## config.mk

```make
export PLATFORM = sky130hd
export DESIGN_NAME = nubus_master_mc
export DESIGN_NICKNAME = d
export VERILOG_FILES = /design/src/rtl/nubus_master_mc.sv
export SDC_FILE = /design/constraint.sdc
export NUM_CORES = 1
export LEC_CHECK = 0
export ABC_CLOCK_PERIOD_IN_PS = 11910
export CAP_MARGIN = 0
export CORE_AREA = 2 2 93 59
export DETAILED_ROUTE_END_ITERATION = 12
export DIE_AREA = 0 0 95 61
export GPL_ROUTABILITY_DRIVEN = 0
export MAX_ROUTING_LAYER = met4
export PLACE_DENSITY = 0.66
export RECOVER_POWER = 25
export REMOVE_ABC_BUFFERS = 1
export SETUP_SLACK_MARGIN = 0.02
export SLEW_MARGIN = 20
export SYNTH_ARGS = -nofsm -noshare
export SYNTH_HDL_FRONTEND = slang
export SYNTH_SLANG_ARGS = --single-unit
```

## constraint.sdc

```tcl
create_clock -name nub_clkn -period 11.91 [get_ports nub_clkn]
set_input_delay 2.9775 -clock nub_clkn [delete_from_list [all_inputs] [get_ports nub_clkn]]
set_output_delay 2.9775 -clock nub_clkn [all_outputs]
set_load 0.01 [all_outputs]
```

## src/rtl/nubus_master_mc.sv

```systemverilog
// nubus_master_mc: multi-channel NuBus master sequencer with round-robin channel selection
module nubus_master_mc #(
   parameter int NCH       = 4,
   parameter int TMO       = 255,
   parameter int MAX_RETRY = 3
) (
   input  logic           nub_clkn,
   input  logic           nub_reset,
   input  logic           nub_startn,
   input  logic           nub_ackn,
   input  logic [1:0]     nub_tmn,
   input  logic           arb_grant,
   input  logic [NCH-1:0] req_valid,
   input  logic [NCH-1:0] req_lock,
   output logic [NCH-1:0] req_ready,
   output logic           mst_rqstn_o,
   output logic           mst_adrcyn_o,
   output logic           mst_dtacyn_o,
   output logic           mst_ownern_o,
   output logic           mst_lockedn_o,
   output logic           done_valid,
   output logic [2:0]     done_ch,
   output logic [1:0]     done_status
);
   localparam logic [2:0] IDLE    = 3'd0;
   localparam logic [2:0] ARB     = 3'd1;
   localparam logic [2:0] WAITBUS = 3'd2;
   localparam logic [2:0] ADDR    = 3'd3;
   localparam logic [2:0] DATA    = 3'd4;
   localparam logic [2:0] NULLATN = 3'd5;
   localparam logic [2:0] DONE    = 3'd6;
   logic [2:0] state, nxt, cur_ch, sel;
   logic       cur_lock, sel_lock, settled, busy;
   logic [3:0] retry;
   logic [7:0] tmo_cnt;
   logic [1:0] tm;
   int         best;
   assign tm = ~nub_tmn;
   // pick the valid channel closest at or after the round-robin pointer
   always_comb begin
      sel = '0;
      sel_lock = 1'b0;
      best = NCH;
      for (int i = 0; i < NCH; i++) begin
         if (req_valid[i] && (i - int'(nxt) + NCH) % NCH < best) begin
            best = (i - int'(nxt) + NCH) % NCH;
            sel = 3'(i);
            sel_lock = req_lock[i];
         end
      end
   end
   // bus sequencing; every output is a register updated on the transition into its state
   always_ff @(posedge nub_clkn) begin
      if (nub_reset) begin
         state <= IDLE;
         nxt <= '0;
         cur_ch <= '0;
         cur_lock <= 1'b0;
         settled <= 1'b0;
         busy <= 1'b0;
         retry <= '0;
         tmo_cnt <= '0;
         req_ready <= '0;
         mst_rqstn_o <= 1'b1;
         mst_adrcyn_o <= 1'b1;
         mst_dtacyn_o <= 1'b1;
         mst_ownern_o <= 1'b1;
         mst_lockedn_o <= 1'b1;
         done_valid <= 1'b0;
         done_ch <= '0;
         done_status <= '0;
      end else begin
         req_ready <= '0;
         done_valid <= 1'b0;
         busy <= !nub_ackn ? 1'b0 : (!nub_startn ? 1'b1 : busy);
         case (state)
            IDLE: if (|req_valid && nub_startn && nub_ackn) begin
               state <= ARB;
               req_ready <= NCH'(1) << sel;
               cur_ch <= sel;
               cur_lock <= sel_lock;
               nxt <= (int'(sel) == NCH - 1) ? 3'd0 : sel + 3'd1;
               retry <= '0;
               settled <= 1'b0;
               mst_rqstn_o <= 1'b0;
            end
            ARB: begin
               settled <= 1'b1;
               if (settled && arb_grant) begin
                  state <= WAITBUS;
                  mst_ownern_o <= 1'b0;
               end
            end
            WAITBUS: if (!busy || !nub_ackn) begin
               state <= ADDR;
               mst_adrcyn_o <= 1'b0;
               mst_rqstn_o <= !cur_lock;
               mst_lockedn_o <= !cur_lock;
            end
            ADDR: begin
               state <= DATA;
               mst_adrcyn_o <= 1'b1;
               mst_dtacyn_o <= 1'b0;
               tmo_cnt <= '0;
            end
            DATA: if (!nub_ackn && tm == 2'b11 && int'(retry) < MAX_RETRY) begin
               state <= ARB;
               retry <= retry + 4'd1;
               settled <= 1'b0;
               mst_dtacyn_o <= 1'b1;
               mst_rqstn_o <= 1'b0;
               mst_ownern_o <= 1'b1;
               mst_lockedn_o <= 1'b1;
            end else if (!nub_ackn || int'(tmo_cnt) == TMO - 1) begin
               mst_dtacyn_o <= 1'b1;
               done_status <= !nub_ackn ? tm : 2'b10;
               if (cur_lock) begin
                  state <= NULLATN;
                  mst_adrcyn_o <= 1'b0;
               end else begin
                  state <= DONE;
                  done_valid <= 1'b1;
                  done_ch <= cur_ch;
                  mst_ownern_o <= 1'b1;
               end
            end else begin
               tmo_cnt <= tmo_cnt + 8'd1;
            end
            NULLATN: begin
               state <= DONE;
               mst_adrcyn_o <= 1'b1;
               mst_rqstn_o <= 1'b1;
               mst_lockedn_o <= 1'b1;
               mst_ownern_o <= 1'b1;
               done_valid <= 1'b1;
               done_ch <= cur_ch;
            end
            DONE: state <= IDLE;
            default: state <= IDLE;
         endcase
      end
   end
endmodule

```

# After elaboration in Yosys (flattened, before gate mapping)
# Cells that the tools add are included.
classes:
  add_sub_neg: 11
  n_lt_le_gt_ge: 5
  n_eq_ne: 19
  shifts: 1
  n_mux: 53
  bitwise_logic: 9
  n_reduce_logical: 43
ops:
  columns: ["op", "count"]
  rows:
  - ["$lt 3x32->1", 3]
  - ["$mux 32", 3]
  - ["$mux 3", 11]
  - ["$mux 1", 22]
  - ["$add 4x4->5 const B", 4]
  - ["$ne 2x2->1 const B", 9]
  - ["$pmux 3 s6", 1]
  - ["$mux 8", 2]
  - ["$pmux 8 s2", 1]
  - ["$reduce_and 4->1", 4]
  - ["$reduce_and 3->1", 5]
  - ["$pmux 1 s3", 4]
  - ["$reduce_bool 3->1", 4]
  - ["$reduce_or 2->1", 6]
  - ["$eq 3x3->1 const B", 3]
  - ["$logic_and 1x1->1", 9]
  - ["$add 8x1->8 const B", 1]
  - ["$eq 8x2->1 const B", 1]
  - ["$mux 4", 2]
  - ["$pmux 4 s2", 1]
  - ["$sub 1x3->4 const A", 2]
  - ["$sub 2x3->4 const A", 2]
  - ["$eq 3x2->1 const B", 2]
  - ["$ne 3x3->1 const B", 2]
  - ["other kinds (23)", 37]
word_totals:
  ff_bits: 39
  output_inout_bits: 15

# Logic depth before layout (Yosys ltp)
# Gate-level depths: netlist of the first run.
depth:
  depth_word: 18
  depth_mapped: 22

# Least setup slack after synthesis of the first run
# OpenSTA, ideal clock, no wires.
synth_timing:
  kind: "input to register"
  from: "in req_valid[0]"
  to: "reg cur_lock"
  setup_time_ns: 0.116
  t_arrival_ns: 6.480
  required_ns: 11.794
  path_slack_ns: 5.313
  path_stages: 18
  path_buffers: 0
  cell_sequence: "and2_1 inv_1 ha_1 nor2_1 a21oi_1 nand3_2 nand2_1 ha_1 nor4b_1 o21ai_1 o21a_2 mux2_2 ha_1 a211o_1 a31oi_1 a221oi_4 or2_1 o211a_1"
synth_between:
  elab_chain_len: 11
  word_cells_on_any_way: 18
synth_rtl:
  columns: ["item", "line_no", "source"]
  rows:
  - ["start, declared", "13", "input logic [NCH-1:0] req_valid,"]
  - ["$logic_and 1x1->1", "45", "if (req_valid[i] && (i - int'(nxt) + NCH) % NCH < best) begin"]
  - ["$mux 32", "45", null]
  - ["$lt 3x32->1", "45", null]
  - ["$logic_and 1x1->1", "45", null]
  - ["$mux 32", "45", null]
  - ["$lt 3x32->1", "45", null]
  - ["$logic_and 1x1->1", "45", null]
  - ["$mux 32", "45", null]
  - ["$lt 3x32->1", "45", null]
  - ["$logic_and 1x1->1", "45", null]
  - ["$mux 1", "45", null]
  - ["end signal, assigned", "81", "cur_lock <= sel_lock;"]
  - ["end, declared", "33", "logic cur_lock, sel_lock, settled, busy;"]
# Parallel ways exist; a longest one is shown, timed or not.
# A chain may end at the register's enable or synchronous reset.

# Worst setup path after layout of the first run
layout_timing:
  from: "in req_valid[0]"
  to: "reg cur_ch[1]"
layout_between:
  elab_chain_len: 11
  word_cells_on_any_way: 16
layout_rtl:
  columns: ["item", "line_no", "source"]
  rows:
  - ["$logic_and 1x1->1", "45", null]
  - ["$mux 32", "45", null]
  - ["$lt 3x32->1", "45", null]
  - ["$logic_and 1x1->1", "45", null]
  - ["$mux 32", "45", null]
  - ["$lt 3x32->1", "45", null]
  - ["$logic_and 1x1->1", "45", null]
  - ["$mux 32", "45", null]
  - ["$lt 3x32->1", "45", null]
  - ["$logic_and 1x1->1", "45", null]
  - ["$mux 3", "45", null]
  - ["end signal, assigned", "80", "cur_ch <= sel;"]
  - ["end, declared", "32", "logic [2:0] state, nxt, cur_ch, sel;"]
# Parallel ways exist; a longest one is shown, timed or not.

==> results of run 1 <==
==> per-stage QoR <==
stage	std cells	hold WS, ns	setup WS (ns)
finish	354	0.4773	4.616
global route	354	0.4981	4.301
CTS	354	0.4795	4.664
detailed placement	346	0.4690	4.358
global placement	346	0.4680	4.466
floorplan	251	0.4394	5.313
==> path summary, 6_finish.rpt <==
check	from	to	slack, ns	cells past startpoint
setup / recovery	req_valid[0]	cur_ch[1]$_SDFFE_PP0P_	4.62	19
hold / removal	busy$_SDFFE_PP0N_	busy$_SDFFE_PP0N_	0.48	2
setup reg to reg	nxt[0]$_SDFFE_PP0P_	cur_ch[1]$_SDFFE_PP0P_	6.70	21
hold reg to reg	busy$_SDFFE_PP0N_	busy$_SDFFE_PP0N_	0.48	2
==> power breakdown <==
group / internal, uW / total, uW / switching [uW]
Clock: 61.9 / 107 / 45.1
Combinational: 43.8 / 96.4 / 52.6
Sequential: 129 / 144 / 15.0
==> cell usage after synthesis, types with 3 or more instances <==
| library cell | count | area, um2 |
|---|---|---|
| inv_1 | 14 | 52.55 |
| and3_1 | 4 | 25.02 |
| o211a_1 | 3 | 30.03 |
| nand4_1 | 6 | 37.54 |
| ha_1 | 11 | 137.6 |
| o21ai_0 | 5 | 25.02 |
| xor2_1 | 8 | 70.07 |
| nand2_1 | 20 | 75.07 |
| mux2i_1 | 5 | 50.05 |
| dfxtp_1 | 36 | 720.7 |
| nor2_1 | 30 | 112.6 |
| clkbuf_1 | 6 | 22.52 |
| or2_1 | 3 | 18.77 |
| nor3_1 | 10 | 50.05 |
| nand3_1 | 8 | 40.04 |
| nand2b_1 | 5 | 31.28 |
| and2_1 | 3 | 18.77 |
| o221ai_1 | 3 | 26.28 |
| a21oi_1 | 18 | 90.09 |
| nor2b_1 | 4 | 25.02 |
| buf_4 | 3 | 22.52 |
| a31oi_1 | 5 | 31.28 |
==> worst max-delay path: stages <==
cell	delay (ns)
clkdlybuf4s50_1	0.53
and2_1	0.18
inv_1	0.07
ha_1	0.37
nor2_1	0.13
a21oi_1	0.09
and3_1	0.26
nor3_1	0.16
a21oi_1	0.09
ha_1	0.35
o211a_1	0.20
o21a_2	0.22
mux2_2	0.36
ha_1	0.29
a211o_1	0.29
a31oi_1	0.30
a221oi_4	0.09
or2_1	0.28
a311oi_1	0.25
==> logic make-up after synthesis <==
family / count (synthesis)
compound gates: 60
xor+xnor: 8
fa+ha+maj: 11
buf+inv: 24
flops: 36
mux: 6
other cells: 1
simple gates: 111
==> cell type report <==
cell class | count | area, um2 | area share (%)
flip-flops and latches | 36 | 720.7 | 27.63
inverters | 14 | 52.55 | 2.014
well taps | 66 | 82.58 | 3.165
repair buffers | 29 | 287.8 | 11.03
clock inverters | 3 | 42.54 | 1.631
clock buffers | 5 | 68.82 | 2.638
multi-input cells | 201 | 1354 | 51.89
==> registers in the layout (all words and copies together) (netlist names) <==
name	cells
done_ch	2
cur_ch	2
mst_lockedn_o	1
req_ready	4
state	3
settled	1
retry	4
done_status	2
mst_adrcyn_o	1
cur_lock	1
busy	1
done_valid	1
mst_rqstn_o	1
mst_ownern_o	1
mst_dtacyn_o	1
nxt	2
tmo_cnt	8
==> layer usage <==
layer,vias to the layer above,part of all wire (%)
met5,-,0
met4,0,0.43
met3,2,6.2
met2,51,38
met1,930,55
li1,994,-
==> metrics.csv, run 1 <==
stage,metric,value,unit
floorplan,Die Width,95,um
pwr,Pleak,0.0009888,uW
clock_network,CTS tree,built,
sta,Max Slew Vio Count,0,
detailed_routing,drt wl/cell,14.37,um
grt,first-pass GRT wire length,8776,um
grt,largest net degree at the start of global routing,26,
detailed_routing,Remaining DRCs,0,
sta,Worst Tran Pin Value,0.9549,ns
place,DP Area,2504,um2
layout,design area,2609,um2
layout,share of cells above drive strength 1,7.986,%
floorplan,area of the die,5795,um2
sta,minimum clock period,7.294,ns
logic_synthesis,Syn Inst Count,257,
floorplan,row count,20,
detailed_routing,Vias,1977,
pwr,Pwr Total,347.2,uW
pwr,PwrDens,133.1,nW/um2
layout,Final #Nets,313,
layout,fin util,52.92,%
clock_network,clk sinks,36,
grt,initial antenna violation count,0,
grt,met2 GRT Util,26.85,%
setup_path,crit path DAT,7.50,ns
logic_synthesis,Ys Warns,0,
sta,Tcrit/Tclk final,61.25,%
logic_synthesis,mux share of post-synthesis cell area,2.819,%
grt,GRT Util Overall,20.71,%
clock_network,clk_lat worst skew,0.29,ns
setup_path,critical path class,input pin to flip-flop,
clock_network,Post-CTS Hold Buffers,0,
grt,number of global-route vias before repair,1797,
pwr,Max VDD drop,0.06456,mV
sta,Final setup viols,0,
grt,met1 GRT Util,31.81,%
layout,ANT cells,0,
floorplan,core area,4930,um2
detailed_routing,final wirelength,5088,um
clock_network,post-CTS resize count,0,
job,max-cap violations,0,
worst_hold_path,HP Class,flip-flop to flip-flop,
logic_synthesis,post-synthesis compound-gate area fraction,21.35,%
clock_network,H-tree depth,2,
sta,Slew HR,35.81,%
floorplan,DIE HEIGHT,61,um
layout,most frequent cells in the layout,"dfxtp_1 (36), nor2_1 (30), nand2_1 (20)",
setup_path,CP Launch Type,input pin,
logic_synthesis,post-synthesis xor/xnor area fraction,3.222,%
status,outcome,"finished, final reports clean",
logic_synthesis,number of synthesized flops with an enable pin,0,
clock_network,post-CTS setup buffers,0,
floorplan,io pins,30,
logic_synthesis,Post-synth ARST share,0,%
sta,setup_tns,0,ns
logic_synthesis,Yosys reg bits,36,
sta,RSZ-0062 raised after global routing,false,
layout,"commonest non-fill, non-tap cell in the layout",dfxtp_1,
logic_synthesis,Most used DFF post-synth,dfxtp_1,
detailed_routing,drt first pass iters,4,
sta,final hold violations,0,
setup_path,crit-path max FO,7,
logic_synthesis,largest family of logic cells by synthesized area,simple AND/OR/NAND/NOR gates,
floorplan,Initial Util,44.11,%
setup_path,Critical Path Sink Type,flip-flop,
sta,clock skew,0.009769,ns
logic_synthesis,register area share after synthesis,33.14,%
place,number of port buffers,28,
logic_synthesis,adder-cell area share of the yosys netlist,6.329,%
detailed_routing,DRT iter0 DRCs,94,
grt,total grt overflow,0,
layout,Filler cells,448,
logic_synthesis,post-synthesis simple-gate area fraction,27.96,%
place,DP HPWL,3832,um
sta,f_max,0.1371,GHz
logic_synthesis,post-synth design cell area,2175,um2
grt,met3 usage,4.845,%
logic_synthesis,post-synth cell types,59,
setup_path,required time worst endpoint,12.11,ns
clock_network,"CTS clk-pin slew, worst paths",0.08,ns
grt,Most Crowded Layer GR,met1,
clock_network,Max Root-Sink Buffers,2,
clock_network,CTS buffer count,5,
layout,synth-to-layout area growth,19.97,%
detailed_routing,Vias/cell,5.585,
logic_synthesis,Syn Area/Cell,8.461,um2
clock_network,root buf cell,clkbuf_8,
detailed_routing,Antenna Nets Post-Route,0,
Power figures use the tool's default switching activity.
==> inputs of run 2 (changes only) <==
--- a/config.mk
+++ b/config.mk
@@ -5,14 +5,14 @@
 export SDC_FILE = /design/constraint.sdc
 export NUM_CORES = 1
 export LEC_CHECK = 0
-export ABC_CLOCK_PERIOD_IN_PS = 11910
+export ABC_CLOCK_PERIOD_IN_PS = 6000
 export CAP_MARGIN = 0
 export CORE_AREA = 2 2 93 59
 export DETAILED_ROUTE_END_ITERATION = 12
 export DIE_AREA = 0 0 95 61
 export GPL_ROUTABILITY_DRIVEN = 0
 export MAX_ROUTING_LAYER = met4
-export PLACE_DENSITY = 0.66
+export PLACE_DENSITY = 0.68
 export RECOVER_POWER = 25
 export REMOVE_ABC_BUFFERS = 1
 export SETUP_SLACK_MARGIN = 0.02
==> constraint.sdc (replaced) <==
create_clock -name nub_clkn -period 6 [get_ports nub_clkn]
set_input_delay 1.5 -clock nub_clkn [delete_from_list [all_inputs] [get_ports nub_clkn]]
set_output_delay 1.5 -clock nub_clkn [all_outputs]
set_load 0.01 [all_outputs]
==> run 2 against run 1 <==
Against the previous run:
- sequential power increased by 97%
- final cell count increased by 0.28%
- non-clock buffer count increased by 1
- clock skew decreased by 0.0018 ns
- die area unchanged
- sequential cell count unchanged
==> metrics.csv, run 2 (synthesis results as in run 1) <==
stage,metric,value,unit,change
clock_network,CTS tree,built,,unchanged
detailed_routing,drt first pass iters,4,,unchanged
setup_path,crit path DAT,5.91,ns,was 7.50 ns
sta,clock skew,0.007954,ns,was 0.009769 ns
setup_path,RR Endpoint,cur_ch[1]$_SDFFE_PP0P_,,unchanged
pwr,Seq pwr share,41.3,%,was 41.4%
detailed_routing,Remaining DRCs,0,,unchanged
floorplan,DIE HEIGHT,61,um,unchanged
detailed_routing,Vias,1965,,was 1977
floorplan,io pins,30,,unchanged
layout,most frequent cells in the layout,"dfxtp_1 (36), nor2_1 (30), nand2_1 (20)",,unchanged
sta,minimum clock period,5.715,ns,
grt,met2 GRT Util,24.82,%,was 26.85%
place,DP Area,2511,um2,was 2504 um2
place,DP HPWL,3926,um,was 3832 um
layout,max reg flops,8,,unchanged
clock_network,post-CTS resize count,0,,unchanged
floorplan,core area,4930,um2,unchanged
sta,final hold violations,0,,unchanged
job,max-cap violations,0,,unchanged
sta,setup_tns,0,ns,unchanged
pwr,Net Sw Frac,32.16,%,was 32.45%
sta,Tcrit/Tclk final,95.25,%,
clock_network,post-CTS setup buffers,0,,unchanged
setup_path,reg2reg start,nxt[0]$_SDFFE_PP0P_,,unchanged
clock_network,Post-CTS Hold Buffers,0,,unchanged
layout,Final #Nets,314,,was 313
pwr,Max VDD drop,0.1145,mV,was 0.06456 mV
clock_network,"CTS clk-pin slew, worst paths",0.07,ns,was 0.08 ns
layout,synth-to-layout area growth,20.14,%,was 19.97%
detailed_routing,final wirelength,5176,um,was 5088 um
floorplan,Initial Util,44.11,%,unchanged
grt,met1 GRT Util,31.36,%,was 31.81%
clock_network,CTS buffer count,5,,unchanged
clock_network,clk sinks,36,,unchanged
sta,Worst Tran Pin Value,0.9714,ns,was 0.9549 ns
status,outcome,"finished, final reports clean",,unchanged
setup_path,critical path class,input pin to flip-flop,,unchanged
detailed_routing,drt wl/cell,14.58,um,was 14.37 um
layout,top flop regs,"tmo_cnt x8, req_ready x4, retry x4",,unchanged
pwr,Pleak,0.0009942,uW,was 0.0009888 uW
grt,first-pass GRT wire length,8535,um,was 8776 um
detailed_routing,DRT iter0 DRCs,147,,was 94
detailed_routing,Vias/cell,5.535,,was 5.585
setup_path,CP Launch Point,req_valid[0],,unchanged
setup_path,CP Launch Type,input pin,,unchanged
sta,RSZ-0062 raised after global routing,false,,unchanged
grt,initial antenna violation count,0,,unchanged
setup_path,"reg-to-reg slack, setup",0.90,ns,was 6.70 ns
layout,"commonest non-fill, non-tap cell in the layout",dfxtp_1,,unchanged
sta,f_max,0.1750,GHz,
layout,share of cells above drive strength 1,7.958,%,was 7.986%
clock_network,H-tree depth,2,,unchanged
layout,design area,2613,um2,was 2609 um2
place,number of port buffers,28,,unchanged
pwr,clock power share,30.8,%,about the same
pwr,PwrDens,263.4,nW/um2,was 133.1 nW/um2
floorplan,row count,20,,unchanged
pwr,Logic pwr share,27.9,%,was 27.8%
detailed_routing,Antenna Nets Post-Route,0,,unchanged
clock_network,Max Root-Sink Buffers,2,,unchanged
setup_path,Worst setup endpoint,cur_ch[1]$_SDFFE_PP0P_,,unchanged
sta,Final setup viols,0,,unchanged
sta,Slew HR,34.70,%,was 35.81%
layout,Top reg by flops,tmo_cnt,,unchanged
layout,fin util,52.99,%,was 52.92%
pwr,Pint,466.9,uW,was 234.5 uW
clock_network,root buf cell,clkbuf_8,,unchanged
grt,GRT Util Overall,20.36,%,was 20.71%
setup_path,crit-path cells,clkdlybuf4s50_1 -> and2_1 -> inv_1 -> ha_1 -> nor2_1 -> a21oi_1 -> nand3_2 -> nand2_1 -> ha_1 -> nor4b_1 -> o21ai_1 -> o21a_2 -> mux2_2 -> ha_1 -> a211o_1 -> a31oi_1 -> a221oi_4 -> or2_1 -> a311oi_1,,was clkdlybuf4s50_1 -> and2_1 -> inv_1 -> ha_1 -> nor2_1 -> a21oi_1 -> and3_1 -> nor3_1 -> a21oi_1 -> ha_1 -> o211a_1 -> o21a_2 -> mux2_2 -> ha_1 -> a211o_1 -> a31oi_1 -> a221oi_4 -> or2_1 -> a311oi_1
grt,total grt overflow,0,,unchanged
grt,Most Crowded Layer GR,met1,,unchanged
grt,number of global-route vias before repair,1724,,was 1797
grt,met3 usage,5.714,%,was 4.845%
setup_path,critical path's slowest cell,clkdlybuf4s50_1,,unchanged
clock_network,clk_lat worst skew,0.29,ns,about the same
setup_path,Critical Path Sink Type,flip-flop,,unchanged
worst_hold_path,HP Class,flip-flop to flip-flop,,unchanged
sta,Max Slew Vio Count,0,,unchanged
layout,Filler cells,475,,was 448
pwr,Net Sw Power,221.3,uW,was 112.7 uW
grt,largest net degree at the start of global routing,26,,unchanged
setup_path,most frequent CP cell,ha_1,,unchanged
sta,worst setup margin,0.2850,ns,was 4.616 ns
floorplan,area of the die,5795,um2,unchanged
place,DP Worst Slack,0.03811,ns,was 4.358 ns
setup_path,critical path's largest stage delay,0.53,ns,about the same
setup_path,required time worst endpoint,6.20,ns,was 12.11 ns
floorplan,Die Width,95,um,unchanged
setup_path,crit-path max FO,6,,was 7
layout,ANT cells,0,,unchanged
setup_path,cell count of the worst reg-to-reg path,21,,unchanged
## run 2: changes by cell type in the layout (fill, tap and decap cells not counted)
cell	before	now
buf_4	1	2
clkbuf_1	0	1
clkinvlp_4	1	0
## run 2: worst min-delay path by stage
stage	depth (start not counted)	slack, ns	from	end
after floorplan	2	0.44	busy$_SDFFE_PP0N_	busy$_SDFFE_PP0N_
after global placement	2	0.47	busy$_SDFFE_PP0N_	busy$_SDFFE_PP0N_
after detailed placement	2	0.47	busy$_SDFFE_PP0N_	busy$_SDFFE_PP0N_
after CTS	2	0.48	busy$_SDFFE_PP0N_	busy$_SDFFE_PP0N_
after global routing	2	0.51	mst_rqstn_o$_SDFFE_PP1P_	mst_rqstn_o$_SDFFE_PP1P_
final	2	0.48	busy$_SDFFE_PP0N_	busy$_SDFFE_PP0N_
## run 2: per-layer routing
layer	up-vias	routed length, um
met5	-	0
met4	0	31
met3	5	402
met2	69	1900
met1	891	2842
li1	1000	-
## run 2: per-stage QoR
| stage | hold WS, ns | total power (uW) | cells |
|---|---|---|---|
| after floorplan | 0.4394 | 416.2 | 251 |
| after global placement | 0.4659 | 476.4 | 347 |
| after detailed placement | 0.4690 | 479.2 | 347 |
| after CTS | 0.4797 | 689.2 | 355 |
| after global routing | 0.5140 | 726.2 | 355 |
| final | 0.4793 | 688.2 | 355 |
## run 2: layout make-up
class	instances	area (um2)	share of cell area, %
multi-input cells	201	1354	51.82
flip-flops and latches	36	720.7	27.59
repair buffers	30	295.3	11.30
inverters	14	52.55	2.011
clock buffers	6	72.57	2.778
clock inverters	2	35.03	1.341
well taps	66	82.58	3.161
## run 2: worst max-delay path, delay by kind of cell
family / cells / cell delay [ns]
buffers and inverters: 2 / 0.60
adders and majority gates: 3 / 0.98
muxes: 1 / 0.33
AOI/OAI and AO/OA: 7 / 1.46
and+or+nand+nor: 6 / 1.03
## run 2: power groups by stage
stage | clock network [uW] | logic, uW | registers, uW
floorplan | 0 | 131 | 286
global placement | 0 | 188 | 289
detailed placement | 0 | 190 | 289
CTS | 215 | 191 | 284
global route | 223 | 215 | 288
finish | 212 | 192 | 284
